File: src/rtl/joystick_debounce.sv
// Synchronizes and debounces the four joystick pins, emits press/release pulses
// and tracks a "last pressed wins" direction for the game logic.
module joystick_debounce #(
    parameter int DEBOUNCE_CYCLES = 500000,
    parameter bit ACTIVE_LOW      = 1'b1
) (
    input  logic       HCLK,
    input  logic       HRESET,
    input  logic [3:0] joystick_raw,
    output logic [3:0] joystick_clean,
    output logic [3:0] press_pulse,
    output logic [3:0] release_pulse,
    output logic [1:0] dir_code,
    output logic       dir_valid
);

    localparam int            CW      = $clog2(DEBOUNCE_CYCLES);
    localparam logic [CW-1:0] CNT_MAX = CW'(DEBOUNCE_CYCLES - 1);

    logic [3:0]    p;
    logic [3:0]    s1_q, s2_q;
    logic [3:0]    st_q, st_d;
    logic [CW-1:0] cnt_q [4];
    logic [CW-1:0] cnt_d [4];
    logic [3:0]    press_q, press_d;
    logic [3:0]    release_q, release_d;
    logic [1:0]    dir_code_q, dir_code_d;
    logic          dir_valid_q, dir_valid_d;
    logic [3:0]    held;

    function automatic logic [1:0] lowestIndex(input logic [3:0] v);
        lowestIndex = 2'd0;
        for (int i = 3; i >= 0; i--) begin
            if (v[i]) lowestIndex = 2'(i);
        end
    endfunction

    assign p = ACTIVE_LOW ? ~joystick_raw : joystick_raw;

    // A level is accepted only after it disagrees with the stable level for
    // DEBOUNCE_CYCLES consecutive samples; any agreement restarts the count.
    always_comb begin
        st_d      = st_q;
        press_d   = '0;
        release_d = '0;
        for (int i = 0; i < 4; i++) begin
            cnt_d[i] = cnt_q[i];
            if (s2_q[i] == st_q[i]) begin
                cnt_d[i] = '0;
            end else if (cnt_q[i] == CNT_MAX) begin
                st_d[i]      = s2_q[i];
                cnt_d[i]     = '0;
                press_d[i]   = s2_q[i];
                release_d[i] = ~s2_q[i];
            end else begin
                cnt_d[i] = cnt_q[i] + 1'b1;
            end
        end
    end

    always_comb begin
        dir_code_d  = dir_code_q;
        dir_valid_d = dir_valid_q;
        held        = st_q & ~(4'b0001 << dir_code_q);
        if (|press_q) begin
            dir_code_d  = lowestIndex(press_q);
            dir_valid_d = 1'b1;
        end else if (release_q[dir_code_q]) begin
            if (|held) begin
                dir_code_d = lowestIndex(held);
            end else begin
                dir_valid_d = 1'b0;
            end
        end
    end

    always_ff @(posedge HCLK) begin
        if (HRESET) begin
            s1_q        <= '0;
            s2_q        <= '0;
            st_q        <= '0;
            press_q     <= '0;
            release_q   <= '0;
            dir_code_q  <= '0;
            dir_valid_q <= 1'b0;
            for (int i = 0; i < 4; i++) cnt_q[i] <= '0;
        end else begin
            s1_q        <= p;
            s2_q        <= s1_q;
            st_q        <= st_d;
            press_q     <= press_d;
            release_q   <= release_d;
            dir_code_q  <= dir_code_d;
            dir_valid_q <= dir_valid_d;
            for (int i = 0; i < 4; i++) cnt_q[i] <= cnt_d[i];
        end
    end

    assign joystick_clean = st_q;
    assign press_pulse    = press_q;
    assign release_pulse  = release_q;
    assign dir_code       = dir_code_q;
    assign dir_valid      = dir_valid_q;

endmodule

File: config.mk
export PLATFORM = sky130hd
export DESIGN_NAME = joystick_debounce
export DESIGN_NICKNAME = d
export VERILOG_FILES = /design/src/rtl/joystick_debounce.sv
export SDC_FILE = /design/constraint.sdc
export NUM_CORES = 1
export LEC_CHECK = 0
export ABC_AREA = 1
export BUFFER_PORTS_ARGS = -buffer_cell sky130_fd_sc_hd__buf_2
export CAP_MARGIN = 10
export CORE_ASPECT_RATIO = 1.75
export CORE_MARGIN = 2
export CORE_UTILIZATION = 45
export DETAILED_ROUTE_END_ITERATION = 8
export PLACE_DENSITY = 0.57
export SLEW_MARGIN = 40
export SYNTH_ARGS = -nofsm -noshare
export SYNTH_HDL_FRONTEND = slang
export SYNTH_SLANG_ARGS = --single-unit
File: constraint.sdc
create_clock -name HCLK -period 2.6 [get_ports HCLK]
set_input_delay 0.39 -clock HCLK [delete_from_list [all_inputs] [get_ports HCLK]]
set_output_delay 0.39 -clock HCLK [all_outputs]
set_load 0.005 [all_outputs]
==> run metrics, run 1 <==
Final #Nets 730; Synth Instances approximately 690; Initial Utilization 0.461; ANT nets after route 0; routed vias/inst a little under 5; slew margin rel. 0.764; CTS Buf Count 9; synthesized area ~4700 sq um; total power about 3 mW; final slew viol count 0; number of synthesized flops with an enable pin 0; Wirelength per Cell ~13 um; Psw 0.662 mW; DR vias 4216; layout cells sized above 1 0.0745; switching share of total power 0.217; clock share of power 0.489; CTS Buffer Depth 2; pin count of the biggest net entering global routing 19; number of global-route vias before repair ~4000; RSZ-0062 raised after global routing no; final hold vios 0; clk_lat worst skew ~0.35 ns; status completed; H-Tree Depth 3; Async S/R FF share, synth 0; Setup crit end kind flip-flop; Max rail drop VDD 0.339 mV; Tot GR Track Use 0.200; first-pass GRT wire length roughly 18000 um; Ys Warns 0; syn_nets roughly 700; fin crit period about 1.7 ns; Die ar. 11400 sq um; Final GP Congestion ~0.86; Setup TNS 0 ns; global route overflow 0; adder-cell share of the synthesized area 0.0106; Synth Flop Type dfxtp_1; Clock Sinks 99; DRT iter0 DRCs ~150; multiplexer area fraction after synthesis 0; synth-to-layout area growth 11.5%; max_cap viols 0; CORE AREA 10200 sq um; power density over the cells 580 nW/um^2; number of port buffers 20; fin util 0.514; Seq/Total Area, Yosys 0.420; largest family of logic cells by synthesized area simple AND/OR/NAND/NOR gates; CTS tree yes; final WL around 11000 um; placed cells 836; io pins 21; #FFs+latches synth 99; period utilization 0.640; P_int 2.39 mW; CP Max Fanout 18; die width 81.4 um; Rows a little under 50; clock transition at the registers of the reported paths 0.07 ns; Post-Layout Cell Count 852; Gate power share 0.012; largest cells by area after synthesis dfxtp_1, nand2_1, nor2_1; cell with the most instances after synthesis nand2_1; Lkg Pwr ~1.9 nW; Critical Path Source Type flip-flop; fmax roughly 0.60 GHz; antenna violations before repair 0; Pre-antenna DRT Iters 6; Synth top area share 0.420; post-synth cell types 28; number of diodes 0; CP Data Arrival Time roughly 1.9 ns; Post-Synth XOR/XNOR Area 0.0538; # setup viols final 0; Post-Synth Simple-Gate Area 0.381; Post CTS Setup Buffer Count 0; Synth area leader dfxtp_1; cts repair resizes 0; Chip Height ~140 um; post-DP HPWL 8130 um; Post-Syn Area per Cell 6.80 sq um; Root Buffer clkbuf_16; Sequential Power Share 0.500; DRC viols 0; skew final approximately 0.0072 ns; compound-cell area share of the yosys netlist 0.0559; worst-margin pin slew 0.353 ns; CP Class reg -> reg; Min-Delay Path Class in -> reg; Post-synth top cells nand2_1, nor2_1, dfxtp_1; Post-CTS Hold Buffers 0; CP required 2.85 ns
metrics by stage:
stage / hold WS, ns / setup WS [ns] / cell area (sq um)
2_1_floorplan: 0.388 / 1.15 / 4720
3_3_place_gp: 0.390 / 0.951 / 4930
3_5_place_dp: 0.399 / 0.916 / 4930
4_1_cts: 0.167 / 0.907 / 5270
5_1_grt: 0.171 / 0.744 / 5270
6_report: 0.182 / 0.935 / 5270
state kept, by name (all words and copies together), names as in the netlist:
signal,cells
dir_valid,1
s1_q,4
release_pulse,4
s2_q,4
press_pulse,4
cnt_q,76
dir_code,2
joystick_clean,4
routing by layer:
| metal | share of wire | vias to the layer above | track usage |
|---|---|---|---|
| met2 | 0.55 | 39 | 0.376 |
| met4 | 0.021 | 0 | 0.0705 |
| met1 | 0.41 | 1921 | 0.209 |
| met5 | 0 | - | 0 |
| met3 | 0.025 | 18 | 0.0402 |
| li1 | - | 2238 | - |
area by class of cell:
class / count / area (sq um)
tap: 127 / 159
inverter: 86 / 325
clock inverter: 7 / 106
sequential: 99 / 1980
clock buffer: 9 / 225
fill: 1020 / 4970
timing repair buffer: 20 / 100
multi-input combinational: 504 / 2370
cells by family after synthesis:
| group | count (synthesis) |
|---|---|
| compound gates | 51 |
| xor+xnor | 29 |
| fa+ha+maj | 4 |
| buf+inv | 91 |
| flops | 99 |
| simple gates | 420 |
critical path, cell delays in order, from the launching register on:
cell	delay (ns)
dfxtp_1	0.46
ha_1	0.23
nand2_1	0.11
nor2_4	0.14
nand3_1	0.12
nand2_2	0.31
inv_1	0.10
nand2_1	0.07
inv_1	0.03
power by group through the flow:
stage / combinational, mW / clock [mW] / sequential, mW
floorplan: 0.0290 / 0 / 1.56
global placement: 0.0354 / 0 / 1.56
detailed placement: 0.0366 / 0 / 1.56
CTS: 0.0368 / 1.54 / 1.53
global route: 0.0418 / 1.59 / 1.53
finish: 0.0356 / 1.49 / 1.53
final timing paths:
path | start | to | slack (ns) | cells after the start
worst min register to register | s1_q[1] | s2_q[1] | 0.41 | 2
worst min-delay path | joystick_raw[3] | s1_q[3] | 0.18 | 2
worst max register to register | cnt_q[1][0] | cnt_q[1][16] | 0.94 | 8
worst max-delay path | cnt_q[1][0] | cnt_q[1][16] | 0.94 | 8
placed cells by master, fill, tap and decap left out, drive strengths merged, types with 7 or more instances in the layout:
master	netlist	routed
xor2	22	22
nand2	172	172
nor2	153	153
inv	86	89
a21oi	29	29
o21ai	18	18
clkbuf	0	9
nor3	16	16
dfxtp	99	99
buf	5	20
nand3b	7	7
xnor2	7	7
nand3	48	48
nand4	20	20
No activity file was read; power rests on OpenSTA's default activity.
==> run 2: changes to the inputs <==
Clock period 2.6 ns to 1.7 ns, I/O delays scaled along.
==> run metrics, run 2 (same netlist as run 1, synthesis figures left out) <==
status completed; final WL between 10000 and 15000 um; top sig layer met4; DR vias around 4200; number of global-route vias before repair 3949; clk_lat worst skew around 0.34 ns; Sequential Power Share 0.523; Psw between 0.9 and 1 mW; die width about 81 um; Chip Height 140 um; Reg2Reg Setup Slack around 0.16 ns; number of port buffers 20; CTS Buf Count 9; Critical R2R Launch cnt_q[2][1]; Wirelength per Cell ~12 um; Layout fillers 1029; CP cell instances ha_1 -> nand3_1 -> nor2_1 -> nand2_1 -> inv_1 -> nand2_1 -> xor2_1 -> nor2_1; power density over the cells 843 nW/um^2; global route overflow 0; largest reg by FF count cnt_q; first-pass GRT wire length 17000 um; Setup TNS 0 ns; register area 1980 sq um; Final GP Congestion a little under 0.9; Post-CTS Hold Buffers 0; Initial Utilization 0.461; Post CTS Setup Buffer Count 0; worst r2r dst cnt_q[2][14]; worst-margin pin slew about 0.34 ns; Critical Path Start cnt_q[2][1]; area of the multi-input gates about 2400 sq um; CP max-delay cell dfxtp_1; DRC viols 0; Root Buffer clkbuf_16; Rows roughly 50; Max rail drop VDD between 0.5 and 0.6 mV; setup slack at placement roughly 0.11 ns; Final #Nets ~740; Die ar. 11400 sq um; R2R depth 8; Pre-antenna DRT Iters 4; CP Class reg -> reg; cts repair resizes 0; # setup viols final 0; RSZ-0062 raised after global routing no; final hold vios 0; most common cell after layout, fill and taps aside nand2_1; CTS tree yes; Worst Setup Slack, final between 0.15 and 0.2 ns; post-DP HPWL about 7700 um; io pins 21; clock transition at the registers of the reported paths ~0.070 ns; number of diodes 0; P_int approximately 3.5 mW; max_cap viols 0; layout cells sized above 1 0.0848; Lkg Pwr approximately 1.9 nW; synth-to-layout area growth 12.2%; CP Max Fanout 5; Min-Delay Path Class in -> reg; skew final 0.00667 ns; DRT iter0 DRCs between 150 and 200; routed vias/inst between 4 and 5; CORE AREA between 10000 and 15000 sq um; Gate power share 0.014; pin count of the biggest net entering global routing 18; CTS Buffer Depth 2; period utilization 0.908; met1 wire length around 4200 um; CP required roughly 1.9 ns; fmax 0.648 GHz; commonest non-fill, non-tap cells in the layout nand2_1, nor2_1, dfxtp_1; ANT nets after route 0; CP Data Arrival Time about 1.8 ns; slew margin rel. 0.774; max reg flops 76; antenna violations before repair 0; DR WL met2 between 5000 and 6000 um; Setup crit end kind flip-flop; Setup crit end cnt_q[2][14]; fin crit period roughly 1.5 ns; final slew viol count 0; Clock Sinks between 90 and 100; CP peak stage delay 0.35 ns; Critical Path Source Type flip-flop; metal3 WL 298 um; H-Tree Depth 3; switching share of total power 0.209; Tot GR Track Use 0.191; clock share of power 0.464
[run 2: cell types whose count changed in the layout (fill, tap and decap cells not counted), sizes merged]
| cell | before | now |
|---|---|---|
| buf | 20 | 26 |
| clkbuf | 9 | 11 |
| clkinv | 0 | 2 |
| inv | 89 | 87 |
| bufinv | 2 | 1 |
| clkinvlp | 2 | 1 |
[run 2: worst max-delay path: cells and delay by family (launching register included)]
family	cells	cell delay [ns]
fa+ha+maj	1	0.24
xor+xnor	1	0.14
flops	1	0.35
buf+inv	1	0.14
simple gates	5	0.57
[run 2: layout make-up]
cell class,instances,area share
clock buffer,11,0.0458
clock inverter,5,0.0113
inverter,86,0.0614
multi-input combinational,504,0.450
sequential,99,0.374
tap,127,0.0300
timing repair buffer,26,0.0274
[run 2: power groups by stage]
| stage | logic (mW) | registers (mW) | clock network (mW) |
|---|---|---|---|
| after floorplan | 0.0444 | 2.39 | 0 |
| final | 0.0607 | 2.34 | 2.07 |
| after CTS | 0.0619 | 2.33 | 2.15 |
| after detailed placement | 0.0617 | 2.39 | 0 |
| after global placement | 0.0606 | 2.39 | 0 |
| after global routing | 0.0700 | 2.34 | 2.24 |
[run 2: how the worst min path moves through the flow]
| stage | start | to | depth (start not counted) |
|---|---|---|---|
| final | joystick_raw[3] | s1_q[3] | 2 |
| after global routing | joystick_raw[3] | s1_q[3] | 2 |
| after CTS | joystick_raw[3] | s1_q[3] | 2 |
| after detailed placement | s1_q[0] | s2_q[0] | 2 |
| after global placement | s1_q[0] | s2_q[0] | 2 |
| after floorplan | joystick_raw[3] | s1_q[3] | 1 |
[run 2: layer usage]
metal | GRT usage | vias to the layer above
li1 | - | 2247
met3 | 0.0370 | 19
met1 | 0.214 | 1874
met5 | 0 | -
met4 | 0.0839 | 0
met2 | 0.337 | 45
[run 2: through the flow]
stage | power [mW] | hold WS [ns] | utilization | area, sq um | cells
after floorplan | 2.43 | 0.322 | - | 4720 | 694
after global placement | 2.45 | 0.389 | 0.486 | 4980 | 842
after detailed placement | 2.45 | 0.404 | 0.486 | 4980 | 842
after CTS | 4.54 | 0.0387 | 0.516 | 5280 | 858
after global routing | 4.65 | 0.0444 | 0.518 | 5300 | 858
final | 4.47 | 0.0489 | 0.518 | 5300 | 858
==> run 3: changes to the inputs <==
Settings changed: CORE_UTILIZATION 45 to 47, PLACE_DENSITY 0.57 to 0.64.
Clock period 1.7 ns to 1.76 ns, I/O delays scaled along.
==> run metrics, run 3 (same netlist as run 1, synthesis figures left out) <==
Setup TNS 0 ns; Wirelength per Cell ~12 um; Clock Sinks just under 100; H-Tree Depth 3; final WL 9930 um; number of diodes 0; Final #Nets 733; power density over the cells just over 800 nW/um^2; Pre-antenna DRT Iters 5; routed vias/inst around 5.0; layout cells sized above 1 0.0744; Tot GR Track Use 0.193; R2R depth 6; final hold vios 0; CORE AREA between 9000 and 10000 sq um; Setup crit end cnt_q[0][11]; switching share of total power 0.199; CP required ~2.0 ns; CTS tree yes; largest reg by FF count cnt_q; pin count of the biggest net entering global routing 19; DRT iter0 DRCs approximately 160; fin crit period around 1.6 ns; Sequential Power Share 0.533; skew final 0.00602 ns; first-pass GRT wire length 16900 um; post-DP HPWL 7430 um; ANT nets after route 0; fin util 0.534; Chip Height roughly 140 um; design area roughly 5300 sq um; number of global-route vias before repair about 3900; Min-Delay Path Class in -> reg; Root Buffer clkbuf_16; Critical R2R Launch cnt_q[0][0]; RSZ-0062 raised after global routing no; Lkg Pwr between 1.5 and 2 nW; post-placement cell area around 5000 sq um; Setup crit end kind flip-flop; clk_lat worst skew about 0.34 ns; antenna violations before repair 0; synth-to-layout area growth 11.3%; clock transition at the registers of the reported paths ~0.06 ns; commonest non-fill, non-tap cells in the layout nand2_1, nor2_1, dfxtp_1; most common cell after layout, fill and taps aside nand2_1; slew margin rel. 0.765; CP Class reg -> reg; status completed; Initial Utilization 0.479; period utilization 0.897; global route overflow 0; Critical Path Source Type flip-flop; worst r2r dst cnt_q[0][11]; DRC viols 0; Hold Slack approximately 0.077 ns; clock share of power 0.452; # setup viols final 0; Reg2Reg Setup Slack around 0.18 ns; max_cap viols 0; Critical Path Start cnt_q[0][0]; Gate power share 0.014; CTS Buffer Depth 2; Max rail drop VDD ~0.54 mV; Final GP Congestion 0.849; P_int 3.39 mW; die width between 70 and 80 um; DR vias roughly 4300; final slew viol count 0; Psw 0.840 mW; fmax roughly 0.63 GHz; CP Max Fanout 17; Die ar. roughly 11000 sq um; CP Data Arrival Time approximately 1.8 ns; Post-CTS Hold Buffers 0; max reg flops 76; io pins 21; worst-margin pin slew about 0.35 ns; number of port buffers 20; CTS Buf Count 9; Rows 48
[run 3: worst min-delay path by stage]
stage                                from       to  slack [ns]  cells after the start
after floorplan           joystick_raw[3]  s1_q[3]        0.33                      1
after global placement            s1_q[1]  s2_q[1]        0.39                      2
after detailed placement          s1_q[2]  s2_q[2]        0.40                      2
after CTS                 joystick_raw[1]  s1_q[1]        0.07                      2
after global routing      joystick_raw[1]  s1_q[1]        0.08                      2
final                     joystick_raw[1]  s1_q[1]        0.08                      2
[run 3: stage by stage]
step / setup WS [ns] / power [mW] / std cells
after floorplan: 0.314 / 2.35 / 694
after global placement: 0.187 / 2.37 / 837
after detailed placement: 0.154 / 2.37 / 837
after CTS: 0.131 / 4.29 / 851
after global routing: 0.0235 / 4.39 / 851
final: 0.181 / 4.23 / 851
[run 3: what timing repair did]
action	4_1_cts	5_1_grt
setup buffers	0	0
setup endpoints to repair	0	1
gates resized for setup	0	1
[run 3: final cells by class]
| type | count | area [sq um] |
|---|---|---|
| Clock inverter | 3 | 40.0 |
| Fill cell | 1022 | 4590 |
| Clock buffer | 11 | 243 |
| Inverter | 86 | 325 |
| Sequential cell | 99 | 1980 |
| Multi-Input combinational cell | 504 | 2370 |
| Tap cell | 125 | 156 |
| Timing Repair Buffer | 23 | 135 |
[run 3: metal layers]
layer | vias to the layer above | global-route usage | part of all wire
met2 | 67 | 0.362 | 0.52
met3 | 14 | 0.0323 | 0.028
li1 | 2240 | - | -
met4 | 0 | 0.0782 | 0.021
met5 | - | 0 | 0
met1 | 1951 | 0.211 | 0.43
[run 3: power groups by stage]
stage / logic (mW) / registers [mW] / clock network, mW
3_3_place_gp: 0.0595 / 2.31 / 0
5_1_grt: 0.0695 / 2.26 / 2.06
3_5_place_dp: 0.0606 / 2.31 / 0
6_report: 0.0603 / 2.26 / 1.91
4_1_cts: 0.0609 / 2.26 / 1.97
2_1_floorplan: 0.0429 / 2.31 / 0
[run 3: critical path, stage by stage, from the launching register on]
cell	delay (ns)
dfxtp_1	0.37
ha_1	0.28
nand3_2	0.14
nor3_2	0.25
nand2_2	0.14
nand2_4	0.20
nor2_1	0.09
